## src/rtl/arb_2to1.sv

```systemverilog
// +--------------------------------------------------------------------------+
// | Module   : arb_2to1                                                      |
// | Purpose  : Burst-locked round-robin 2:1 stream arbiter, one output reg.  |
// | Revision : 1.0                                                           |
// +--------------------------------------------------------------------------+
`default_nettype none

module arb_2to1 #(
    parameter int WIDTH = 8
) (
    input  logic             clk,
    input  logic             rst,
    input  logic             a_valid,
    input  logic [WIDTH-1:0] a_data,
    input  logic             a_last,
    output logic             a_ready,
    input  logic             b_valid,
    input  logic [WIDTH-1:0] b_data,
    input  logic             b_last,
    output logic             b_ready,
    output logic             y_valid,
    output logic [WIDTH-1:0] y_data,
    output logic             y_last,
    input  logic             y_ready,
    output logic             sel,
    output logic             en
);

    localparam logic [1:0] c_IDLE   = 2'd0;
    localparam logic [1:0] c_LOCK_A = 2'd1;
    localparam logic [1:0] c_LOCK_B = 2'd2;

    logic [1:0]       r_state;
    logic [1:0]       w_state_nxt;
    logic             r_rr;
    logic             r_granted_once;
    logic             r_sel;
    logic             r_y_valid;
    logic [WIDTH-1:0] r_y_data;
    logic             r_y_last;

    logic             w_grant_go;
    logic             w_grant_b;
    logic             w_out_free;
    logic             w_in_acc;
    logic [WIDTH-1:0] w_in_data;
    logic             w_in_last;

    assign w_out_free = !r_y_valid || y_ready;
    assign w_in_acc   = (a_valid && a_ready) || (b_valid && b_ready);
    assign w_in_data  = (r_state == c_LOCK_B) ? b_data : a_data;
    assign w_in_last  = (r_state == c_LOCK_B) ? b_last : a_last;

    always_comb begin
        w_state_nxt = r_state;
        w_grant_go  = 1'b0;
        w_grant_b   = 1'b0;
        a_ready     = 1'b0;
        b_ready     = 1'b0;
        case (r_state)
            c_IDLE: begin
                // On a tie the first grant after reset goes to A, then alternates.
                if (a_valid && b_valid) begin
                    w_grant_go = 1'b1;
                    w_grant_b  = r_granted_once ? !r_rr : 1'b0;
                end else if (a_valid) begin
                    w_grant_go = 1'b1;
                    w_grant_b  = 1'b0;
                end else if (b_valid) begin
                    w_grant_go = 1'b1;
                    w_grant_b  = 1'b1;
                end
                if (w_grant_go) begin
                    w_state_nxt = w_grant_b ? c_LOCK_B : c_LOCK_A;
                end
            end
            c_LOCK_A: begin
                a_ready = w_out_free;
                if (a_valid && w_out_free && a_last) begin
                    w_state_nxt = c_IDLE;
                end
            end
            c_LOCK_B: begin
                b_ready = w_out_free;
                if (b_valid && w_out_free && b_last) begin
                    w_state_nxt = c_IDLE;
                end
            end
            default: w_state_nxt = c_IDLE;
        endcase
    end

    always_ff @(posedge clk or posedge rst) begin
        if (rst) begin
            r_state        <= c_IDLE;
            r_rr           <= 1'b0;
            r_granted_once <= 1'b0;
            r_sel          <= 1'b0;
        end else begin
            r_state <= w_state_nxt;
            if (w_grant_go) begin
                r_rr           <= w_grant_b;
                r_sel          <= w_grant_b;
                r_granted_once <= 1'b1;
            end
        end
    end

    // Single output register: load on input accept, drain on output handshake.
    always_ff @(posedge clk or posedge rst) begin
        if (rst) begin
            r_y_valid <= 1'b0;
            r_y_data  <= '0;
            r_y_last  <= 1'b0;
        end else if (w_in_acc) begin
            r_y_valid <= 1'b1;
            r_y_data  <= w_in_data;
            r_y_last  <= w_in_last;
        end else if (r_y_valid && y_ready) begin
            r_y_valid <= 1'b0;
        end
    end

    assign y_valid = r_y_valid;
    assign y_data  = r_y_data;
    assign y_last  = r_y_last;
    assign sel     = r_sel;
    assign en      = (r_state == c_LOCK_A) || (r_state == c_LOCK_B);

endmodule

`default_nettype wire
```

## config.mk

```make
export PLATFORM = sky130hd
export DESIGN_NAME = arb_2to1
export DESIGN_NICKNAME = d
export VERILOG_FILES = /design/src/rtl/arb_2to1.sv
export SDC_FILE = /design/constraint.sdc
export NUM_CORES = 1
export LEC_CHECK = 0
export ABC_AREA = 1
export CORE_MARGIN = 2
export CORE_UTILIZATION = 36
export DETAILED_ROUTE_END_ITERATION = 10
export GPL_ROUTABILITY_DRIVEN = 1
export GPL_TIMING_DRIVEN = 0
export PLACE_DENSITY = 0.73
export SLEW_MARGIN = 20
export SYNTH_ARGS = -nofsm -noshare
export SYNTH_HDL_FRONTEND = slang
export SYNTH_SLANG_ARGS = --single-unit
```

## constraint.sdc

```tcl
create_clock -name clk -period 1.4 [get_ports clk]
set_clock_uncertainty 0.15 [all_clocks]
set_input_delay 0.28 -clock clk [delete_from_list [all_inputs] [get_ports clk]]
set_output_delay 0.28 -clock clk [all_outputs]
set_load 0.02 [all_outputs]
```

**After elaboration in Yosys (flattened, before gate mapping)**

Cells that the tools add are included.

- Eq/ne operators: 5
- Multiplexer cells: 21
- Reduce and logical (&&, ||, !) cells: 16

Operators by type and width:

| cell | count |
|---|---|
| 1-bit 2-to-1 mux | 15 |
| 1-bit logical AND | 8 |
| 2-bit 2-to-1 mux | 4 |
| 8-bit 2-to-1 mux | 1 |
| 2-bit one-hot mux with 3 select lines | 1 |
| 2-bit != test, second input constant | 2 |
| 1-bit logical OR | 3 |
| 3-bit AND reduction | 1 |
| 2-bit by 1-bit == test with 1-bit output, second input constant | 1 |
| 2-bit == test, second input constant | 1 |
| 1-bit zero test | 2 |
| 2-bit zero test | 1 |
| 2-bit by 1-bit != test with 1-bit output, second input constant | 1 |
| 2-bit nonzero test | 1 |

- Register bits: 14
- Output and inout bits: 14

**Longest topological paths before layout**

- Word-level depth: 7
- Mapped depth: 7
- Gate-level depth less buffers: 7

**Worst setup path before layout**

OpenSTA, ideal clock, no wires.

- Path type: flip-flop to output port
- Start: register r_state[0]
- End: output port b_ready
- Arrival: 1.151 ns
- Setup slack: -0.181 ns
- Stages on the path, launching flop included: 5
- Cells stage by stage: dfrtp_1 > inv_1 > ha_1 > clkinv_1 > nor2_1

- Longest elaborated chain between the ends: 2

RTL lines:

| element | RTL line | source |
|---|---|---|
| from (decl) | 33 | `logic [1:0] r_state;` |
| from (signal assigned) | 95 | `r_state <= c_IDLE;` |
| from (signal assigned) | 100 | `r_state <= w_state_nxt;` |
| 2-bit == test | 60 | `case (r_state)` |
| 1-bit 2-to-1 mux | 60 |  |
| to (decl) | 20 | `output logic b_ready,` |

Every way passes these cells.

**Worst setup path after layout**

Same ends and word-level chain as after synthesis.

==> run metrics <==
share of layout cells above drive strength 1 24.4%; Post-Syn Instances 115; post-synth cell types 16; Seq cells post-synth 14; GR Util met1 19.7%; setup ws final -304 ps; final RePlAce weighted congestion 0.731; Ports 37; CTS clk-pin slew, worst paths 80 ps; Max clock buf depth 2; Cell Rows 16; I/O Buffers 36; Max Cap Viol 0; unrepaired setup endpoints after global routing true; Placed Instance Area 1190 um^2; Slew HR 64.5%; routing usage on met3 2.68%; violated checks setup timing; setup tns final -3620 ps; Mapped Area 785 um^2; vias in the first global route 766; gr usage total 18.0%; via count 864; Peak Freq 587 MHz; Worst Tran Pin Value 532 ps; peak supply drop 0.969 mV; warnings from Yosys 0; status finished, violations left; first-pass GRT wire length 3320 um; final setup violation count 16; worst endpoint required time 970 ps; DRT antenna net count 0; Die Y 50.7 um; R2R depth 9; internal cell power 1.31 mW; startpoint types flip-flop; Final Hold Fails 0; PwrDens 1860 nW/um^2; Seq/Total Area, Yosys 44.7%; Static Leak 0.714 nW; Reg power frac 27.9%; Die X 50.7 um; clock power share 9.5%; most common cell after layout, fill and taps aside nand2_1; most frequent cells in the layout nand2_1 (67), clkdlybuf4s50_1 (22), dfrtp_1 (14); reg2reg end y_data[5]; Sink Count 14; initial DRC count 17; Num CTS Buffers 3; Antenna diodes 0; DRC 0; Power, Total 2.45 mW; dominant cell type by area after synthesis dfrtp_1; Tmin final 1700 ps; Synth area leaders dfrtp_1 (45%), nand2_1 (33%), ha_1 (4.8%); CTS root buf clkbuf_4; r2r startpoint r_state[1]; R2R setup slack -270 ps; Worst setup EP type primary output; H-tree Lvls 1; core area 2000 um^2; Post-DP HPWL 1430 um; cts hold-fix bufs 0; area delta synth->final 67.8%; Max Slew Vio Count 0; Nets 192; global route total overflow 0; initial antenna violation count 0; CP Class flip-flop to primary output; largest net degree at the start of global routing 15; Via-to-Cell Ratio 4.52; syn avg cell area 6.82 um^2; routed wire length 2350 um; Final period util 122%; Crit Path Max Fanout 3; GR peak layer met2; Routed wire per std cell 12.3 um; CTS tree done; worst hold path type input port to async pin; Switching Share 46.5%; Initial Util 39.2%; Sw Pwr 1.14 mW; Yosys top cell area share 44.7%; Logic pwr share 62.7%; full die area 2570 um^2; fin area 1320 um^2; latest clock arrival within the worst-skew pair 280 ps; Post-Syn Nets 141; Pre-Repair DR Iteration Count 4; Worst Path Arrival 1270 ps; Finished Core Util 65.8%; met2 usage 32.5%
[how the worst max path moves through the flow]
stage / end / startpoint
floorplan: a_ready / r_state[1]
global placement: a_ready / y_ready
detailed placement: a_ready / y_ready
CTS: a_ready / r_state[1]
global route: b_ready / r_state[0]
finish: b_ready / r_state[0]
[power by group through the flow]
| stage | combinational (mW) | sequential, mW | clock, mW |
|---|---|---|---|
| 2_1_floorplan | 0.613 | 0.856 | 0 |
| 3_5_place_dp | 1.36 | 0.682 | 0 |
| 5_1_grt | 1.68 | 0.704 | 0.259 |
| 4_1_cts | 1.39 | 0.675 | 0.239 |
| 6_report | 1.54 | 0.683 | 0.232 |
| 3_3_place_gp | 1.33 | 0.668 | 0 |
[metal layers]
metal,wire length (um),vias up
met5,0,-
met4,95,0
met3,108,9
met2,1230,33
met1,917,371
li1,-,451
[timing repair]
item                                    in CTS  in global routing
gates resized for setup                     50                 17
pin swaps                                    2                  5
cloned                                       0                  3
setup buffers                                3                  4
endpoints found under the setup margin      26                 26
[registers in the layout (all words and copies together) (netlist names)]
signal	cells
sel	1
y_last	1
r_state	2
r_granted_once	1
y_data	8
y_valid	1
[stage by stage]
step | setup WS (ps) | hold WS (ps) | cells
2_1_floorplan | 3.47 | 19.2 | 115
3_3_place_gp | -701 | 302 | 178
3_5_place_dp | -702 | 309 | 178
4_1_cts | -280 | 198 | 184
5_1_grt | -356 | 244 | 191
6_report | -304 | 175 | 191
[cell type report]
cell class              instances  area [um^2]
fillers                       160          686
multi-input cells              89          435
repair buffers                 44          390
flip-flops and latches         14          350
inverters                      12         62.6
well taps                      27         33.8
clock buffers                   3         22.5
plain buffers                   1         15.0
repair inverters                1         6.26
[synthesized netlist by cell type]
library cell and number:
nand2_4 1, nor2_1 5, nand3b_1 1, inv_1 10, dfrtp_1 14, buf_2 1, clkinv_1 1, ha_1 3
or2_2 1, nand2_2 1, nand3_1 4, nand2_1 68, nor3_1 1, inv_2 1, a21oi_1 2, o22ai_1 1
[kinds of logic (layout without fill, tap and decap cells)]
| family | count (synthesis) | count (layout) | share of synthesized area, % |
|---|---|---|---|
| flops | 14 | 14 | 44.7 |
| buf+inv | 13 | 61 | 6.38 |
| simple gates | 82 | 83 | 42.1 |
| compound gates | 3 | 3 | 2.07 |
| fa+ha+maj | 3 | 3 | 4.79 |
[critical path, stage by stage (launching register included)]
cell      delay, ps
dfrtp_1         440
inv_2           110
ha_4            180
clkinv_8         60
nor2_4           90
buf_6           120
(Power assumes the default switching activity.)
